$ cat config.mk
export PLATFORM = sky130hd
export DESIGN_NAME = ring_inject_arbiter_flat
export DESIGN_NICKNAME = d
export VERILOG_FILES = /design/src/rtl/MD_pkg.sv /design/src/rtl/ring_inject_arbiter_if.sv /design/src/rtl/ring_inject_arbiter.sv /design/src/flat_wrapper.sv
export SDC_FILE = /design/constraint.sdc
export NUM_CORES = 1
export LEC_CHECK = 0
export BUFFER_PORTS_ARGS = -buffer_cell sky130_fd_sc_hd__buf_2
export CORE_MARGIN = 1.5
export CORE_UTILIZATION = 41
export DETAILED_ROUTE_END_ITERATION = 10
export GPL_TIMING_DRIVEN = 1
export PLACE_DENSITY_LB_ADDON = 0.15
export SYNTH_ARGS = -nofsm -noshare
export SYNTH_HDL_FRONTEND = slang
export SYNTH_SLANG_ARGS = --single-unit
$ cat constraint.sdc
create_clock -name clk -period 3.05 [get_ports clk]
set_input_delay 0.61 -clock clk [delete_from_list [all_inputs] [get_ports clk]]
set_output_delay 0.61 -clock clk [all_outputs]
set_load 0.05 [all_outputs]
$ cat src/rtl/MD_pkg.sv
// MD_pkg: shared packet field widths for the ring datapath.
package MD_pkg;
    parameter int OFFSET_PKT_STRUCT_WIDTH = 32;
    parameter int GLOBAL_CELL_ID_WIDTH = 4;
    parameter int NB_CELL_COUNT_WIDTH = 4;
endpackage

$ cat src/rtl/ring_inject_arbiter_if.sv
// ring_inject_arbiter_if: ring slot, requester and status signals of the injection arbiter.
interface ring_inject_if;
    import MD_pkg::*;
    localparam int P = OFFSET_PKT_STRUCT_WIDTH;
    localparam int G = 3 * GLOBAL_CELL_ID_WIDTH;
    localparam int L = NB_CELL_COUNT_WIDTH;
    logic         i_start;
    logic [P-1:0] i_ring_pkt;
    logic [G-1:0] i_ring_gcid;
    logic [L-1:0] i_ring_lifetime;
    logic         i_ring_valid;
    logic [P-1:0] i_local_pkt;
    logic [G-1:0] i_local_gcid;
    logic [L-1:0] i_local_lifetime;
    logic         i_local_valid;
    logic         i_local_last;
    logic [P-1:0] i_remote_pkt;
    logic [G-1:0] i_remote_gcid;
    logic [L-1:0] i_remote_lifetime;
    logic         i_remote_valid;
    logic         i_remote_last;
    logic [P-1:0] o_ring_pkt;
    logic [G-1:0] o_ring_gcid;
    logic [L-1:0] o_ring_lifetime;
    logic         o_ring_valid;
    logic         o_local_ack;
    logic         o_remote_ack;
    logic         o_busy;
    logic         o_done;
    modport master(
        output i_start, i_ring_pkt, i_ring_gcid, i_ring_lifetime, i_ring_valid,
               i_local_pkt, i_local_gcid, i_local_lifetime, i_local_valid, i_local_last,
               i_remote_pkt, i_remote_gcid, i_remote_lifetime, i_remote_valid, i_remote_last,
        input  o_ring_pkt, o_ring_gcid, o_ring_lifetime, o_ring_valid,
               o_local_ack, o_remote_ack, o_busy, o_done
    );
    modport slave(
        input  i_start, i_ring_pkt, i_ring_gcid, i_ring_lifetime, i_ring_valid,
               i_local_pkt, i_local_gcid, i_local_lifetime, i_local_valid, i_local_last,
               i_remote_pkt, i_remote_gcid, i_remote_lifetime, i_remote_valid, i_remote_last,
        output o_ring_pkt, o_ring_gcid, o_ring_lifetime, o_ring_valid,
               o_local_ack, o_remote_ack, o_busy, o_done
    );
endinterface

$ cat src/rtl/ring_inject_arbiter.sv
// ring_inject_arbiter: forwards ring traffic and injects local/remote packets into free slots round-robin.
module ring_inject_arbiter
    import MD_pkg::*;
#(
    parameter int DRAIN_CYCLES = 16
) (
    input logic clk,
    input logic rst,
    ring_inject_if.slave bus
);
    localparam int P = OFFSET_PKT_STRUCT_WIDTH;
    localparam int G = 3 * GLOBAL_CELL_ID_WIDTH;
    localparam int L = NB_CELL_COUNT_WIDTH;
    typedef enum logic [1:0] {IDLE, RUN, DRAIN} state_t;
    state_t state_q, state_d;
    logic rr_q, rr_d, ldone_q, ldone_d, rdone_q, rdone_d, done_q, done_d;
    logic [15:0] cnt_q, cnt_d;
    logic [P-1:0] pkt_q, pkt_d;
    logic [G-1:0] gcid_q, gcid_d;
    logic [L-1:0] lt_q, lt_d;
    logic vld_q, vld_d;
    logic fwd, can, gl, gr;
    always_comb begin
        fwd = bus.i_ring_valid && (bus.i_ring_lifetime != '0);
        // expired ring packets are dropped, leaving the slot free for injection
        can = !rst && (state_q == RUN) && !fwd;
        gl = can && bus.i_local_valid && (!bus.i_remote_valid || !rr_q);
        gr = can && bus.i_remote_valid && !gl;
        vld_d = fwd || gl || gr;
        pkt_d = fwd ? bus.i_ring_pkt : gl ? bus.i_local_pkt : gr ? bus.i_remote_pkt : '0;
        gcid_d = fwd ? bus.i_ring_gcid : gl ? bus.i_local_gcid : gr ? bus.i_remote_gcid : '0;
        lt_d = fwd ? bus.i_ring_lifetime - L'(1) : gl ? bus.i_local_lifetime :
               gr ? bus.i_remote_lifetime : '0;
        state_d = state_q;
        rr_d = gl ? 1'b1 : gr ? 1'b0 : rr_q;
        ldone_d = ldone_q | (gl & bus.i_local_last);
        rdone_d = rdone_q | (gr & bus.i_remote_last);
        cnt_d = cnt_q;
        done_d = 1'b0;
        case (state_q)
            IDLE: if (bus.i_start) begin
                state_d = RUN;
                rr_d = 1'b0;
                ldone_d = 1'b0;
                rdone_d = 1'b0;
            end
            RUN: if (ldone_d && rdone_d) begin
                state_d = DRAIN;
                cnt_d = '0;
            end
            DRAIN: if (fwd) cnt_d = '0;
            else if (cnt_q == 16'(DRAIN_CYCLES - 1)) begin
                state_d = IDLE;
                done_d = 1'b1;
                ldone_d = 1'b0;
                rdone_d = 1'b0;
                cnt_d = '0;
            end else cnt_d = cnt_q + 16'd1;
            default: state_d = IDLE;
        endcase
    end
    always_ff @(posedge clk) begin
        if (rst) begin
            state_q <= IDLE;
            rr_q <= 1'b0;
            ldone_q <= 1'b0;
            rdone_q <= 1'b0;
            done_q <= 1'b0;
            cnt_q <= '0;
            pkt_q <= '0;
            gcid_q <= '0;
            lt_q <= '0;
            vld_q <= 1'b0;
        end else begin
            state_q <= state_d;
            rr_q <= rr_d;
            ldone_q <= ldone_d;
            rdone_q <= rdone_d;
            done_q <= done_d;
            cnt_q <= cnt_d;
            pkt_q <= pkt_d;
            gcid_q <= gcid_d;
            lt_q <= lt_d;
            vld_q <= vld_d;
        end
    end
    assign bus.o_ring_pkt = pkt_q;
    assign bus.o_ring_gcid = gcid_q;
    assign bus.o_ring_lifetime = lt_q;
    assign bus.o_ring_valid = vld_q;
    assign bus.o_local_ack = gl;
    assign bus.o_remote_ack = gr;
    assign bus.o_busy = state_q != IDLE;
    assign bus.o_done = done_q;
endmodule

$ cat src/flat_wrapper.sv
// flat-port wrapper written by rule: the top's interface ports become plain ports
module ring_inject_arbiter_flat import MD_pkg::*;
#(
    parameter int DRAIN_CYCLES = 16
)
  (clk, rst, bus_i_start, bus_i_ring_pkt, bus_i_ring_gcid, bus_i_ring_lifetime, bus_i_ring_valid, bus_i_local_pkt, bus_i_local_gcid, bus_i_local_lifetime, bus_i_local_valid, bus_i_local_last, bus_i_remote_pkt, bus_i_remote_gcid, bus_i_remote_lifetime, bus_i_remote_valid, bus_i_remote_last, bus_o_ring_pkt, bus_o_ring_gcid, bus_o_ring_lifetime, bus_o_ring_valid, bus_o_local_ack, bus_o_remote_ack, bus_o_busy, bus_o_done);
  ring_inject_if bus_i ();
  input logic clk;
  input logic rst;
  input wire logic [$bits(bus_i.i_start)-1:0] bus_i_start;
  input wire logic [$bits(bus_i.i_ring_pkt)-1:0] bus_i_ring_pkt;
  input wire logic [$bits(bus_i.i_ring_gcid)-1:0] bus_i_ring_gcid;
  input wire logic [$bits(bus_i.i_ring_lifetime)-1:0] bus_i_ring_lifetime;
  input wire logic [$bits(bus_i.i_ring_valid)-1:0] bus_i_ring_valid;
  input wire logic [$bits(bus_i.i_local_pkt)-1:0] bus_i_local_pkt;
  input wire logic [$bits(bus_i.i_local_gcid)-1:0] bus_i_local_gcid;
  input wire logic [$bits(bus_i.i_local_lifetime)-1:0] bus_i_local_lifetime;
  input wire logic [$bits(bus_i.i_local_valid)-1:0] bus_i_local_valid;
  input wire logic [$bits(bus_i.i_local_last)-1:0] bus_i_local_last;
  input wire logic [$bits(bus_i.i_remote_pkt)-1:0] bus_i_remote_pkt;
  input wire logic [$bits(bus_i.i_remote_gcid)-1:0] bus_i_remote_gcid;
  input wire logic [$bits(bus_i.i_remote_lifetime)-1:0] bus_i_remote_lifetime;
  input wire logic [$bits(bus_i.i_remote_valid)-1:0] bus_i_remote_valid;
  input wire logic [$bits(bus_i.i_remote_last)-1:0] bus_i_remote_last;
  output wire logic [$bits(bus_i.o_ring_pkt)-1:0] bus_o_ring_pkt;
  output wire logic [$bits(bus_i.o_ring_gcid)-1:0] bus_o_ring_gcid;
  output wire logic [$bits(bus_i.o_ring_lifetime)-1:0] bus_o_ring_lifetime;
  output wire logic [$bits(bus_i.o_ring_valid)-1:0] bus_o_ring_valid;
  output wire logic [$bits(bus_i.o_local_ack)-1:0] bus_o_local_ack;
  output wire logic [$bits(bus_i.o_remote_ack)-1:0] bus_o_remote_ack;
  output wire logic [$bits(bus_i.o_busy)-1:0] bus_o_busy;
  output wire logic [$bits(bus_i.o_done)-1:0] bus_o_done;
  assign bus_i.i_start = bus_i_start;
  assign bus_i.i_ring_pkt = bus_i_ring_pkt;
  assign bus_i.i_ring_gcid = bus_i_ring_gcid;
  assign bus_i.i_ring_lifetime = bus_i_ring_lifetime;
  assign bus_i.i_ring_valid = bus_i_ring_valid;
  assign bus_i.i_local_pkt = bus_i_local_pkt;
  assign bus_i.i_local_gcid = bus_i_local_gcid;
  assign bus_i.i_local_lifetime = bus_i_local_lifetime;
  assign bus_i.i_local_valid = bus_i_local_valid;
  assign bus_i.i_local_last = bus_i_local_last;
  assign bus_i.i_remote_pkt = bus_i_remote_pkt;
  assign bus_i.i_remote_gcid = bus_i_remote_gcid;
  assign bus_i.i_remote_lifetime = bus_i_remote_lifetime;
  assign bus_i.i_remote_valid = bus_i_remote_valid;
  assign bus_i.i_remote_last = bus_i_remote_last;
  assign bus_o_ring_pkt = bus_i.o_ring_pkt;
  assign bus_o_ring_gcid = bus_i.o_ring_gcid;
  assign bus_o_ring_lifetime = bus_i.o_ring_lifetime;
  assign bus_o_ring_valid = bus_i.o_ring_valid;
  assign bus_o_local_ack = bus_i.o_local_ack;
  assign bus_o_remote_ack = bus_i.o_remote_ack;
  assign bus_o_busy = bus_i.o_busy;
  assign bus_o_done = bus_i.o_done;
  ring_inject_arbiter #(.DRAIN_CYCLES(DRAIN_CYCLES)) u_core (.clk(clk), .rst(rst), .bus(bus_i));
endmodule
==> results.md <==
- Final Max Slew Viols: 0
- Post-layout min period: 2.97 ns
- Multi-input gate area: 1420 sq um
- GP Congestion: 0.902
- Die area: 7760 sq um
- PD cells: 498 nW/um^2
- Nets: 664
- DP HPWL: 7.24 mm
- Pleak: 1.96 nW
- Area Growth Syn to Fin: 44.3%
- TritonCTS Buffers: 9
- Setup Skew: 0.0145 ns
- Clk buf depth: 2
- Synth area leader: dfxtp_1
- Vias: 3363
- Initial detailed-routing violation count: 313
- Top cells by area, synth: dfxtp_1 (48%), a222oi_1 (16%), nor2_1 (8.9%)
- Post-layout instance area: 4280 sq um
- Post-synth top cells: dfxtp_1 (71), nor2_1 (70), a222oi_1 (46), clkbuf_1 (26), nand2_1 (13)
- Status: complete, no violations
- FFs w/ async S/R, synth: 0%
- Max FO, Critical Path: 7
- Syn Inst Count: 315
- Crit path depth: 7
- Worst path most repeated cell: buf_2
- Setup crit end kind: output port
- Setup bufs post-CTS: 0
- First-pass GRT wire length: 13.9 mm
- Share of post-route cells with drive strength above 1: 45.6%
- Starting Density: 43.0%
- Root buffer cell: clkbuf_8
- WP data arrival: 2.36 ns
- Period Utilization, post-route: 97.3%
- IO Pins: 205
- Cell Chain, Critical Path: buf_2, inv_1, ha_1, or3b_4, and2_2, nor4_4, buf_2
- RSZ-0062 raised after global routing: no
- Crit start category: input port
- N_diodes: 0
- Filler cells: 659
- Met3 WL: 982 um
- Fin. Hold Viols: 0
- Hold path cells: 3
- Cell Area, Placed: 4080 sq um
- # DRC: 0
- Top cell type's share of synthesized area: 47.9%
- Metal2 WL: 4.97 mm
- Synthesized area: 2970 sq um
- Pin count of the biggest net entering global routing: 51
- Buf/Inv on CP: 3
- Post-synthesis sequential area ratio: 47.9%
- CTS H-Tree Depth: 3
- Initial antenna violation count: 0
- DR top layer: met4
- Grt ovf: 0
- CTS tree: built
- Final Util: 62.0%
- Number of synthesized flops with an enable pin: 0
- Critical path type: input port to output port
- Hold Buf Count CTS: 0
- Mean Syn Cell Area: 9.42 sq um
- Worst Tran Pin Value: 0.510 ns
- Core area: 6910 sq um
- Max_cap viols: 0
- Drt pass-1 iters: 9
- GRT Total Usage: 23.7%
- Yosys synthesis warning count: 0
- CTS sink cnt: 71
- Worst reg-to-reg path cell count: 6
- Met1 Routed Length: 3.77 mm
- DIE HEIGHT: 88.1 um
- Setup TNS: 0 ns
- WL per Instance: 16.1 um
- F_max: 337 MHz
- Post-cts sizing count: 0
- Seq cells post-synth: 71
- Vias in the first global route: 2945
- Family with the most delay on the worst path: simple AND/OR/NAND/NOR gates
- Maximum VDD drop: 0.276 mV
- Vias/cell: 5.50
- R2r setup slk: 0.75 ns
- Fin cells: 611
- Slew headroom: 66.0%
- Clk slew on worst S/H paths: 0.09 ns
- Count leader, synth: dfxtp_1
- Post-placement cell count: 595
- Final setup vio count: 0
- CP Data Required Time: 2.44 ns
- Synth cell types: 39
- Worst min path class: input port to flop
- Rows: 30
- WL final: 9.86 mm
- Syn_nets: 469
- Final antenna-violating net count: 0
- Reg area: 1420 sq um
- Synth Flop Type: dfxtp_1
- PortBufs: 204
- Worst path max stage delay: 0.43 ns
- Clock insertion delay at the later pin of the skew report: 0.35 ns
- Chip Width: 88.1 um
- Slowest cell on crit path: or3b_4
[through the flow]
step / power (mW) / hold slack [ns] / setup slack (ns)
global placement: 1.37 / 0.471 / 0.0898
detailed placement: 1.38 / 0.490 / 0.0478
CTS: 2.15 / 0.476 / 0.0708
global route: 2.22 / 0.485 / 0.00801
finish: 2.13 / 0.488 / 0.0828
floorplan: 1.22 / 0.458 / 0.0192
[layout make-up]
type                    instances  share of cell area (%)
clock buffers                  11                    3.30
well taps                      96                    2.80
repair buffers                212                    25.5
flip-flops and latches         71                    33.2
inverters                       6                   0.526
multi-input cells             210                    33.2
clock inverters                 5                    1.49
[registers in the layout, summed over array words and instances (netlist names)]
register,cells
u_core.cnt_q,16
u_core.state_q,2
u_core.bus.o_done,1
u_core.bus.o_ring_gcid,12
u_core.bus.o_ring_pkt,32
u_core.rdone_q,1
u_core.ldone_q,1
u_core.bus.o_ring_lifetime,4
u_core.bus.o_ring_valid,1
u_core.rr_q,1
[cell usage in the layout (no fill, tap or decap), drive strengths merged]
cell type  Yosys  routed
and2           2       2
nand4          6       6
buf            2     212
o21bai         1       1
o21ai          3       3
o221ai         1       1
nor3           5       5
a211oi         5       5
a31oi          1       1
a222oi        46      46
a21bo          1       1
clkbuf        26      11
clkinv         0       1
ha             2       2
nand4bb        1       1
o31ai          1       1
bufinv         0       1
a2111oi        4       4
inv            6       8
or3            3       3
nor4           5       5
nand2         13      13
nand3          1       1
a21boi         2       2
and3           1       1
nor2          70      70
dfxtp         71      71
and4           2       2
or3b           1       1
a311oi         1       1
clkinvlp       0       1
xnor2         10      10
nand2b         5       5
nor2b          2       2
a21oi         11      11
xor2           1       1
or4            1       1
a221oi         2       2
[power by group]
group / leakage [nW] / total, mW / internal (mW) / switching, mW
Clock: 0.101 / 0.778 / 0.408 / 0.370
Sequential: 0.580 / 0.970 / 0.960 / 0.00987
Combinational: 1.28 / 0.385 / 0.145 / 0.240
Total: 1.96 / 2.13 / 1.51 / 0.620
[worst paths after layout]
| path | end | from |
|---|---|---|
| max | bus_o_remote_ack | bus_i_ring_lifetime[0] |
| min | u_core.bus.o_ring_pkt[0] | bus_i_remote_pkt[0] |
| min reg2reg | u_core.cnt_q[1] | u_core.cnt_q[1] |
| max reg2reg | u_core.cnt_q[11] | u_core.state_q[0] |
[cell families (layout without fill, tap and decap cells)]
kind of cell	after synthesis	in the layout	share of synthesized area, %
compound gates	79	79	24.5
xor+xnor	11	11	3.25
fa+ha+maj	2	2	0.843
buf+inv	34	234	4.59
flops	71	71	47.9
simple gates	118	118	18.9
[worst min-delay path, delay by kind of cell]
family          cells  cell delay [ns]
buf+inv             1             0.07
simple gates        1             0.07
compound gates      1             0.05
[metal layers]
layer / GRT usage [%] / vias up
met5: 0 / -
met4: 9.23 / 0
met3: 5.37 / 11
met2: 41.5 / 184
met1: 28.0 / 1573
li1: - / 1595
Power figures use the tool's default switching activity.
